`config.mk`:
```
export PLATFORM = sky130hd
export DESIGN_NAME = ifu
export DESIGN_NICKNAME = d
export VERILOG_FILES = /design/src/rtl/ifu_pkg.sv /design/src/rtl/ifu_npc.sv /design/src/rtl/ifu.sv
export SDC_FILE = /design/constraint.sdc
export NUM_CORES = 1
export LEC_CHECK = 0
export ABC_AREA = 0
export CORE_ASPECT_RATIO = 1.25
export CORE_MARGIN = 2
export CORE_UTILIZATION = 51
export CTS_CLUSTER_SIZE = 24
export DETAILED_ROUTE_END_ITERATION = 10
export PLACE_DENSITY_LB_ADDON = 0.3
export SETUP_SLACK_MARGIN = 0.4
export SLEW_MARGIN = 20
export SYNTH_ARGS = -nofsm -noshare
export SYNTH_HDL_FRONTEND = slang
export SYNTH_SLANG_ARGS = --single-unit
```
`constraint.sdc`:
```
create_clock -name clk -period 6.3 [get_ports clk]
set_clock_uncertainty 0.1 [all_clocks]
set_input_delay 1.575 -clock clk [delete_from_list [all_inputs] [get_ports clk]]
set_output_delay 1.575 -clock clk [all_outputs]
set_load 0.05 [all_outputs]
```
`src/rtl/ifu_pkg.sv`:
```
// ifu_pkg -- shared definitions for the instruction fetch unit.
//   NPC_SEQ/NPC_BR/NPC_J/NPC_JR : encodings of the npc_op next-PC select
//   PC_RESET                    : first fetch address after reset
//   PC_STEP                     : sequential instruction stride in bytes
//   br_offset()                 : sign-extended, word-scaled branch offset
package ifu_pkg;

  localparam logic [1:0]  NPC_SEQ  = 2'b00;
  localparam logic [1:0]  NPC_BR   = 2'b01;
  localparam logic [1:0]  NPC_J    = 2'b10;
  localparam logic [1:0]  NPC_JR   = 2'b11;

  localparam logic [31:0] PC_RESET = 32'h0000_3000;
  localparam logic [31:0] PC_STEP  = 32'd4;

  // Branch displacement in bytes: imm16 is a signed word count.
  function automatic logic [31:0] br_offset(input logic [15:0] imm16);
    return {{14{imm16[15]}}, imm16, 2'b00};
  endfunction

endpackage

```
`src/rtl/ifu_npc.sv`:
```
// ifu_npc -- combinational next-PC selection for the fetch unit.
// Ports:
//   pc          in  32  current fetch PC
//   pc4_d       in  32  PC+4 of the instruction in ID (base for branch/jump)
//   npc_op      in   2  next-PC select (NPC_SEQ/NPC_BR/NPC_J/NPC_JR)
//   br          in   1  branch condition from the ID comparator
//   imm16       in  16  branch offset field
//   instr_index in  26  jump target field
//   ra          in  32  forwarded rs value for jr
//   npc         out 32  selected next PC (always word aligned)
//   taken       out  1  a redirect away from the sequential path is selected
module ifu_npc (
  input  logic [31:0] pc,
  input  logic [31:0] pc4_d,
  input  logic [1:0]  npc_op,
  input  logic        br,
  input  logic [15:0] imm16,
  input  logic [25:0] instr_index,
  input  logic [31:0] ra,
  output logic [31:0] npc,
  output logic        taken
);
  import ifu_pkg::*;

  logic [31:0] pc_seq_s;

  assign pc_seq_s = pc + PC_STEP;

  // Next-PC mux; all wrap-around arithmetic is plain modulo 2^32.
  always_comb begin
    npc   = pc_seq_s;
    taken = 1'b0;
    case (npc_op)
      NPC_SEQ: begin
        npc   = pc_seq_s;
        taken = 1'b0;
      end
      NPC_BR: begin
        if (br) begin
          npc   = pc4_d + br_offset(imm16);
          taken = 1'b1;
        end else begin
          npc   = pc_seq_s;
          taken = 1'b0;
        end
      end
      NPC_J: begin
        npc   = {pc4_d[31:28], instr_index, 2'b00};
        taken = 1'b1;
      end
      NPC_JR: begin
        // Low two bits of ra are dropped so the PC stays word aligned.
        npc   = ra & 32'hFFFF_FFFC;
        taken = 1'b1;
      end
      default: begin
        npc   = pc_seq_s;
        taken = 1'b0;
      end
    endcase
  end

endmodule

```
`src/rtl/ifu.sv`:
```
// ifu -- instruction fetch unit: PC register and IF/ID pipeline register.
// Ports:
//   clk, reset   system clock (rising edge), asynchronous active-high reset
//   stall        freezes PC and IF/ID; any redirect waits for release
//   br, npc_op, imm16, instr_index, ra   next-PC controls from the ID stage
//   im_data      instruction memory read data for im_addr
//   im_addr      current fetch PC
//   instr_d      IF/ID instruction
//   pc4_d/pc8_d  PC+4 / PC+8 of the instruction held in IF/ID
// Build option: IFU_BR_FLUSH_EN -- when defined, the instruction fetched
// alongside a taken redirect is replaced by a nop bubble (instr_d = 0,
// pc4_d = 0); when undefined it is kept as the delay slot.
module ifu (
  input  logic        clk,
  input  logic        reset,
  input  logic        stall,
  input  logic        br,
  input  logic [1:0]  npc_op,
  input  logic [15:0] imm16,
  input  logic [25:0] instr_index,
  input  logic [31:0] ra,
  input  logic [31:0] im_data,
  output logic [31:0] im_addr,
  output logic [31:0] instr_d,
  output logic [31:0] pc4_d,
  output logic [31:0] pc8_d
);
  import ifu_pkg::*;

  logic [31:0] pc_r;
  logic [31:0] instr_d_r;
  logic [31:0] pc4_d_r;
  logic [31:0] npc_s;
  logic [31:0] pc_seq_s;
  logic        taken_s;

  assign pc_seq_s = pc_r + PC_STEP;

  ifu_npc u_npc (
    .pc          (pc_r),
    .pc4_d       (pc4_d_r),
    .npc_op      (npc_op),
    .br          (br),
    .imm16       (imm16),
    .instr_index (instr_index),
    .ra          (ra),
    .npc         (npc_s),
    .taken       (taken_s)
  );

`ifndef IFU_BR_FLUSH_EN
  // Delay-slot build keeps the fetched instruction, so taken is not needed.
  logic unused_taken_s;
  assign unused_taken_s = taken_s;
`endif

  // PC and IF/ID registers; stall holds everything including the redirect.
  always_ff @(posedge clk or posedge reset) begin
    if (reset) begin
      pc_r      <= PC_RESET;
      instr_d_r <= 32'h0000_0000;
      pc4_d_r   <= 32'h0000_0000;
    end else if (!stall) begin
      pc_r <= npc_s;
`ifdef IFU_BR_FLUSH_EN
      if (taken_s) begin
        instr_d_r <= 32'h0000_0000;
        pc4_d_r   <= 32'h0000_0000;
      end else begin
        instr_d_r <= im_data;
        pc4_d_r   <= pc_seq_s;
      end
`else
      instr_d_r <= im_data;
      pc4_d_r   <= pc_seq_s;
`endif
    end
  end

  assign im_addr = pc_r;
  assign instr_d = instr_d_r;
  assign pc4_d   = pc4_d_r;
  assign pc8_d   = pc4_d_r + PC_STEP;

endmodule

```
==> results.txt, run 1 <==
----------------------------------------------------
[Power and ir drop]
  Power share of the sequential group ... 0.284
  Switch share ... 0.479
  Total chip power ... 3120 uW
  Switching power ... between 1000 and 1500 uW
  Power density relative to cell area ... 311 nW/um2
  Max IR drop VDD ... between 200 and 250 uV
  Lkg Pwr ... about 0.0041 uW
  Part of the power in the clock network ... 0.193
  Comb power frac ... 0.522
  Cell internal pwr ... 1630 uW

[Clock tree]
  TritonCTS clock tree ... built
  Post_cts resized ... 0
  Number of clock buffers inserted by TritonCTS ... 9
  CTS root buf ... sky130_fd_sc_hd__clkbuf_16
  Count of hold buffers inserted by post-cts repair ... 0
  Clock insertion delay at the later pin of the skew report ... between 0.3 and 0.4 ns
  Number of sinks on the clock net ... 96
  Clock Pin Slew Worst Setup and Hold Paths ... 0.09 ns
  Maximum root-to-sink buffer count ... 2
  H-Tree Depth ... 3
  Setup bufs post-CTS ... 0

[Route]
  Routed length per instance ... 19.2 um
  Via Count ... approximately 7,300
  Wire length after detailed routing ... 23,400 um
  DR pass1 iterations ... 5
  DR iter-0 viols ... 509
  Remaining antenna violation count ... 0
  Vias/cell ... 6.03
  Number of remaining DRC errors ... 0

[Synth]
  Distinct cell type count of the synthesized netlist ... 77
  Top cells by area, synth ... sky130_fd_sc_hd__dfrtp_1 (32%), sky130_fd_sc_hd__mux2_2 (8.7%), sky130_fd_sc_hd__ha_1 (5.2%)
  Top flip-flop cell by instance count after synthesis ... sky130_fd_sc_hd__dfrtp_1
  Gate count after technology mapping ... 824
  Warnings, synthesis ... 0
  Number of flip-flops and latches in the synthesized netlist ... 96
  Number of flops mapped to enable cells by yosys ... 0
  Register area share after synthesis ... 0.325
  Synthesized area per cell ... 8.97 um2
  Synth area leader ... sky130_fd_sc_hd__dfrtp_1
  Proportion of netlist area held by the largest area contributor ... 0.318
  Netlist area before placement ... 7390 um2
  Mapped Nets ... 968
  Ys async rst share ... 1.00

[Timing]
  Final-report hold violation count ... 0
  Achievable clock frequency ... 185 MHz
  Max-slew headroom ... 0.478
  Final cycle utilization of the critical path ... 0.856
  Total of endpoints with negative setup slack in the final report ... 0
  Count of pins over their slew limit ... 0
  Fin crit period ... 5.39 ns
  Summed negative setup slack over all endpoints ... 0 ns
  Setup repair after global routing missed its margin ... false
  Actual transition at the worst max-transition pin ... 0.781 ns

[Critical path]
  CP Class ... register to output pin
  Kind of cell adding the most delay to the critical path ... simple AND/OR/NAND/NOR gates
  Crit path arrival time ... 3.72 ns
  Delay of the slowest cell on the worst path ... 0.83 ns
  Critical Path Fanout Max ... 7
  Buffering stage count on the worst path with inverters included ... 1
  Category of the worst setup path capture point ... output pin
  Slowest cell on crit path ... sky130_fd_sc_hd__clkdlybuf4s50_1
  Worst EP required ... 4.62 ns
  Category of the worst setup path launch point ... register
  Crit path cell chain ... and4_1, nand4_1, nor2_1, nand2_1, nor3_1, nand3_1, xnor2_1, clkdlybuf4s50_1

[GRT]
  Grt total ovfl ... 0
  Initial antenna violation count ... 0
  First-pass GRT wire length ... 37,200 um
  Number of global-route vias before repair ... ~7,300
  Total global-route track usage ... 0.297
  Maximum number of pins on one net before global-route repair ... 63

[Place]
  Buffers added on ports ... 237
  Placed wire-length estimate ... 17,200 um
  Final Wtd Congestion ... 0.962
  Instance area after placement ... 9720 um2

[Die]
  Core Region ... 14,300 um2
  Die Footprint ... approximately 15,000 um2
  Die Y-Extent ... 139 um
  Die Wd ... 112 um
  Initial core utilization ... 0.517
  Standard-cell row count ... between 40 and 50
  I/O pin count ... 240

[Finish]
  Fraction of final layout cells with drive strength greater than 1 ... 0.103
  Register area ... 2400 um2
  Number of inserted filler cells in the final layout ... 1,137
  Area used by multi-input combinational logic ... 4590 um2
  Area growth from synthesis to final layout ... 35.9%
  Diode count ... 0
  Final Instance Area ... 10,000 um2
  Nets ... 1,177

[Worst hold path]
  Hold Crit Class ... register to register

[Run status]
  Result of the run ... finished, final reports clean

[Run]
  Count of max-cap constraint violations ... 0

----------------------------------------------------
## area by class of cell
cell class,instances,share of cell area
multi-input combinational,663,0.457
sequential,96,0.239
inverter,17,0.00660
clock buffer,9,0.0224
clock inverter,7,0.00984
tap,178,0.0222
timing repair buffer,246,0.242
## placed cells by master, fill, tap and decap left out, types with 16 or more instances in the layout
master / instances
sky130_fd_sc_hd__a21oi_1: 40
sky130_fd_sc_hd__clkdlybuf4s50_1: 235
sky130_fd_sc_hd__dfrtp_1: 94
sky130_fd_sc_hd__ha_1: 31
sky130_fd_sc_hd__inv_1: 16
sky130_fd_sc_hd__mux2_2: 57
sky130_fd_sc_hd__nand2_1: 102
sky130_fd_sc_hd__nand3_1: 24
sky130_fd_sc_hd__nor2_1: 50
sky130_fd_sc_hd__nor3_1: 19
sky130_fd_sc_hd__o21ai_0: 72
sky130_fd_sc_hd__xnor2_1: 42
sky130_fd_sc_hd__xor2_1: 26
## power by group through the flow
stage / Clock, uW / Combinational [uW] / Sequential, uW
after floorplan: 0 / 778 / 1210
after global placement: 0 / 1600 / 889
after detailed placement: 0 / 1620 / 896
after CTS: 606 / 1630 / 885
after global routing: 628 / 1730 / 910
final: 603 / 1630 / 888
## per-stage QoR
| step | instances | hold slack, ns | utilization | worst slack [ns] |
|---|---|---|---|---|
| 2_1_floorplan | 824 | 0.383 | - | 1.72 |
| 3_3_place_gp | 1200 | 0.387 | 0.680 | 1.28 |
| 3_5_place_dp | 1200 | 0.393 | 0.680 | 1.23 |
| 6_report | 1216 | 0.410 | 0.703 | 0.909 |
| 5_1_grt | 1216 | 0.421 | 0.703 | 0.652 |
| 4_1_cts | 1216 | 0.411 | 0.703 | 0.823 |
## flip-flops by register name (all words and copies together), names as in the netlist
| signal | flops |
|---|---|
| pc4_d | 32 |
| im_addr | 32 |
| instr_d | 32 |
## layer usage
metal / wire, um / global-route usage / share of wire / vias up
li1: - / - / - / 3433
met4: 848 / 0.122 / 0.036 / 0
met3: 1750 / 0.0590 / 0.075 / 75
met1: 8930 / 0.346 / 0.38 / 3465
met2: 11900 / 0.530 / 0.51 / 364
met5: 0 / 0 / 0 / -
## worst register-to-register path: cells and delay by family (launching register included)
family          cells  cell delay (ns)
compound gates      3             0.78
fa+ha+maj           2             0.59
buf+inv             1             0.06
flops               1             0.44
simple gates        4             1.05
## logic make-up after synthesis
kind of cell             share of synthesized area
XOR/XNOR                                    0.0806
AND/OR/NAND/NOR                              0.193
adder cells (fa/ha/maj)                     0.0552
AO/OA/AOI/OAI                                0.187
buffers and inverters                       0.0528
multiplexers                                 0.106
flip-flops                                   0.325
## worst paths after layout
path	slack [ns]	cells after the start	start	endpoint
setup reg to reg	3.20	10	pc4_d[2]$_DFFE_PP0N_	im_addr[28]$_DFFE_PP0N_
setup / recovery	0.91	8	pc4_d[3]$_DFFE_PP0N_	pc8_d[31]
min in group asynchronous	1.62	2	reset	instr_d[11]$_DFFE_PP0N_
max in group asynchronous	3.41	3	reset	im_addr[28]$_DFFE_PP0N_
hold reg to reg	0.41	1	instr_d[29]$_DFFE_PP0N_	instr_d[29]$_DFFE_PP0N_
hold / removal	0.41	1	instr_d[29]$_DFFE_PP0N_	instr_d[29]$_DFFE_PP0N_
## cells in the mapped netlist, types with 3 or more instances
library cell	instances
sky130_fd_sc_hd__nand2_1	102
sky130_fd_sc_hd__or4_1	3
sky130_fd_sc_hd__a31oi_1	8
sky130_fd_sc_hd__nor3b_1	3
sky130_fd_sc_hd__and2_1	6
sky130_fd_sc_hd__nand3_1	24
sky130_fd_sc_hd__buf_6	4
sky130_fd_sc_hd__and3_2	3
sky130_fd_sc_hd__a211oi_1	3
sky130_fd_sc_hd__mux2i_1	12
sky130_fd_sc_hd__a311oi_1	3
sky130_fd_sc_hd__xor2_1	26
sky130_fd_sc_hd__o21ai_0	72
sky130_fd_sc_hd__a21o_1	10
sky130_fd_sc_hd__a22oi_1	4
sky130_fd_sc_hd__nand4_1	15
sky130_fd_sc_hd__ha_1	31
sky130_fd_sc_hd__mux2_2	57
sky130_fd_sc_hd__a41oi_1	3
sky130_fd_sc_hd__a221oi_1	8
sky130_fd_sc_hd__nor2b_1	3
sky130_fd_sc_hd__a22o_1	3
sky130_fd_sc_hd__nor3_1	19
sky130_fd_sc_hd__nand2b_1	4
sky130_fd_sc_hd__o21a_1	8
sky130_fd_sc_hd__o221ai_1	9
sky130_fd_sc_hd__and3_1	15
sky130_fd_sc_hd__o31ai_1	6
sky130_fd_sc_hd__nor2_1	50
sky130_fd_sc_hd__clkbuf_8	6
sky130_fd_sc_hd__o211ai_1	8
sky130_fd_sc_hd__xnor2_1	42
sky130_fd_sc_hd__inv_1	17
sky130_fd_sc_hd__and4_2	3
sky130_fd_sc_hd__or3_1	4
sky130_fd_sc_hd__o32a_1	3
sky130_fd_sc_hd__dfrtp_1	94
sky130_fd_sc_hd__a21oi_1	40
sky130_fd_sc_hd__buf_4	5
sky130_fd_sc_hd__nand3b_1	6
sky130_fd_sc_hd__and4_1	8
sky130_fd_sc_hd__clkbuf_1	27
(Power assumes the default switching activity.)
==> run 2, diff against run 1 <==
--- a/config.mk
+++ b/config.mk
@@ -8,7 +8,7 @@
 export ABC_AREA = 0
 export CORE_ASPECT_RATIO = 1.25
 export CORE_MARGIN = 2
-export CORE_UTILIZATION = 51
+export CORE_UTILIZATION = 36
 export CTS_CLUSTER_SIZE = 24
 export DETAILED_ROUTE_END_ITERATION = 10
 export PLACE_DENSITY_LB_ADDON = 0.3
==> constraint.sdc (replaced) <==
create_clock -name clk -period 6 [get_ports clk]
set_clock_uncertainty 0.1 [all_clocks]
set_input_delay 1.5 -clock clk [delete_from_list [all_inputs] [get_ports clk]]
set_output_delay 1.5 -clock clk [all_outputs]
set_load 0.05 [all_outputs]
==> run 2 against run 1 <==
  * Cell area is 1.1% higher
  * Highest routed layer unchanged
  * Largest cell class unchanged
  * Sequential power is 4.6% higher
  * Non-clock buffer count is 2 higher
==> results.txt, run 2 (synthesis results as in run 1) <==
----------------------------------------------------
[Critical path]
  CP startpoint ... pc4_d[3]$_DFFE_PP0N_
  Crit path cell chain ... ha_1, and3_1, nand4_1, nor3_1, buf_4, nand3_1, nor2_1, nand2_1, xnor2_1, clkdlybuf4s50_1
  Crit path arrival time ... 3.51 ns (-0.21 ns)
  CP Class ... register to output pin
  Buffering stage count on the worst path with inverters included ... 2 (+1)
  Launching point of the worst reg2reg path ... pc4_d[2]$_DFFE_PP0N_
  Category of the worst setup path capture point ... output pin
  Kind of cell adding the most delay to the critical path ... simple AND/OR/NAND/NOR gates
  Slowest cell on crit path ... sky130_fd_sc_hd__clkdlybuf4s50_1
  Worst EP required ... 4.40 ns (-0.22 ns)
  Reg2Reg Depth ... 10 (unchanged)
  Category of the worst setup path launch point ... register
  Slack of the worst reg-to-reg path ... 2.87 ns (-0.33 ns)
  Delay of the slowest cell on the worst path ... 0.82 ns (about the same)
  Capturing instance or port of the critical path ... pc8_d[28]
  Critical Path Fanout Max ... 7 (unchanged)
  Stages on the worst setup path ... 10 (+2)
  Critical register-to-register path endpoint ... im_addr[28]$_DFFE_PP0N_

[GRT]
  Maximum number of pins on one net before global-route repair ... 79 (+25%)
  Number of global-route vias before repair ... 6,937 (-5.2%)
  First-pass GRT wire length ... 38,100 um (+2.4%)
  Grt total ovfl ... 0 (unchanged)
  Initial antenna violation count ... 0 (unchanged)
  Total global-route track usage ... 0.223 (-0.0734)

[Route]
  Wire length after detailed routing ... 24,300 um (+3.9%)
  Via Count ... 7,156 (-2.5%)
  Routed length per instance ... 18.5 um (-3.6%)
  Number of remaining DRC errors ... 0 (unchanged)
  DR iter-0 viols ... 468 (-8.1%)
  Vias/cell ... 5.46 (-9.5%)
  Remaining antenna violation count ... 0 (unchanged)
  DR pass1 iterations ... 5 (unchanged)

[Timing]
  Actual transition at the worst max-transition pin ... 0.893 ns (+0.113 ns)
  Worst setup slack after layout ... 0.888 ns (-0.0212 ns)
  Max-slew headroom ... 0.404 (-0.0735)
  Total of endpoints with negative setup slack in the final report ... 0 (unchanged)
  Achievable clock frequency ... ~200 MHz
  Final-report hold violation count ... 0 (unchanged)
  Fin crit period ... just over 5 ns
  Count of pins over their slew limit ... 0 (unchanged)
  Setup repair after global routing missed its margin ... false
  Final cycle utilization of the critical path ... 0.852
  Worst hold margin ... 0.408 ns (-0.00162 ns)
  Summed negative setup slack over all endpoints ... 0 ns (unchanged)

[Finish]
  Final Instance Area ... 10,200 um2 (+1.1%)
  Fraction of final layout cells with drive strength greater than 1 ... 0.105 (+0.00172)
  Area growth from synthesis to final layout ... 37.5%
  Nets ... 1,179 (+0.17%)
  Commonest non-fill, non-tap cell in the layout ... sky130_fd_sc_hd__clkdlybuf4s50_1
  Most frequent cells in the layout ... sky130_fd_sc_hd__clkdlybuf4s50_1 (235), sky130_fd_sc_hd__nand2_1 (102), sky130_fd_sc_hd__dfrtp_1 (94)
  Diode count ... 0 (unchanged)

[Die]
  I/O pin count ... 240 (unchanged)
  Core Region ... 20,100 um2 (+41%)
  Initial core utilization ... 0.368 (-0.150)
  Standard-cell row count ... 58 (+18%)
  Die Y-Extent ... 164 um (+18%)
  Die Wd ... 132 um (+18%)
  Die Footprint ... 21,700 um2 (+40%)

[Place]
  Buffers added on ports ... 237 (unchanged)
  Pre-CTS setup slack ... 0.992 ns (-0.240 ns)
  Placed wire-length estimate ... 18,300 um (+6.3%)
  Final Wtd Congestion ... 0.877 (-8.8%)
  Instance area after placement ... 9850 um2 (+1.3%)

[Worst hold path]
  Hold Crit Class ... register to register
  Min-delay src ... instr_d[21]$_DFFE_PP0N_

[Clock tree]
  Setup bufs post-CTS ... 0 (unchanged)
  Number of sinks on the clock net ... 96 (unchanged)
  Clock insertion delay at the later pin of the skew report ... 0.36 ns (about the same)
  Post_cts resized ... 0 (unchanged)
  Number of clock buffers inserted by TritonCTS ... 9 (unchanged)
  Clock Pin Slew Worst Setup and Hold Paths ... 0.08 ns (about the same)
  Maximum root-to-sink buffer count ... 2 (unchanged)
  H-Tree Depth ... 3 (unchanged)
  CTS root buf ... sky130_fd_sc_hd__clkbuf_16
  Count of hold buffers inserted by post-cts repair ... 0 (unchanged)
  TritonCTS clock tree ... built

[Run]
  Count of max-cap constraint violations ... 0 (unchanged)

[Power and ir drop]
  Switching power ... 1550 uW (+3.4%)
  Power share of the sequential group ... 0.286 (+0.002)
  Max IR drop VDD ... 158 uV (-34%)
  Cell internal pwr ... 1700 uW (+4.3%)
  Comb power frac ... 0.526 (+0.004)
  Switch share ... 0.477 (-0.00227)
  Part of the power in the clock network ... 0.187 (-0.006)
  Power density relative to cell area ... 319 nW/um2 (+2.7%)
  Lkg Pwr ... 0.00409 uW (about the same)
  Total chip power ... 3240 uW (+3.9%)

[Run status]
  Result of the run ... finished, final reports clean

----------------------------------------------------
run 2: cell count changes in the layout (fill, tap and decap cells not counted), sizes merged:
cell,delta
inv,-1
buf,+2
clkinv,+1
run 2: worst min path at each step:
stage                              endpoint  slack, ns  depth (start not counted)
finish              instr_d[21]$_DFFE_PP0N_       0.41                          1
global route         instr_d[7]$_DFFE_PP0N_       0.42                          1
CTS                 instr_d[30]$_DFFE_PP0N_       0.41                          1
floorplan            im_addr[0]$_DFFE_PP0P_       0.38                          2
detailed placement  instr_d[25]$_DFFE_PP0N_       0.39                          1
global placement    instr_d[21]$_DFFE_PP0N_       0.39                          1
run 2: cell type report:
cell class / instances / area, um2
clock buffers: 9 / 225
clock inverters: 7 / 81.3
fillers: 1945 / 9940
inverters: 17 / 66.3
multi-input cells: 663 / 4590
flip-flops and latches: 96 / 2400
well taps: 270 / 338
repair buffers: 248 / 2450
run 2: layer usage:
layer	vias to the layer above	share of wire	routed length, um	track usage
met5	-	0	0	0
met4	0	0.029	694	0.0825
met3	47	0.050	1220	0.0324
met2	233	0.52	12600	0.406
met1	3431	0.40	9740	0.267
li1	3445	-	-	-
run 2: power by group through the flow:
| stage | registers (uW) | logic [uW] | clock network, uW |
|---|---|---|---|
| 2_1_floorplan | 1270 | 817 | 0 |
| 3_3_place_gp | 938 | 1700 | 0 |
| 3_5_place_dp | 941 | 1710 | 0 |
| 4_1_cts | 930 | 1710 | 624 |
| 5_1_grt | 953 | 1820 | 646 |
| 6_report | 929 | 1710 | 608 |
run 2: metrics by stage:
| stage | cells | utilization |
|---|---|---|
| 6_report | 1310 | 0.505 |
| 5_1_grt | 1310 | 0.505 |
| 4_1_cts | 1310 | 0.505 |
| 3_3_place_gp | 1294 | 0.490 |
| 3_5_place_dp | 1294 | 0.490 |
| 2_1_floorplan | 824 | - |
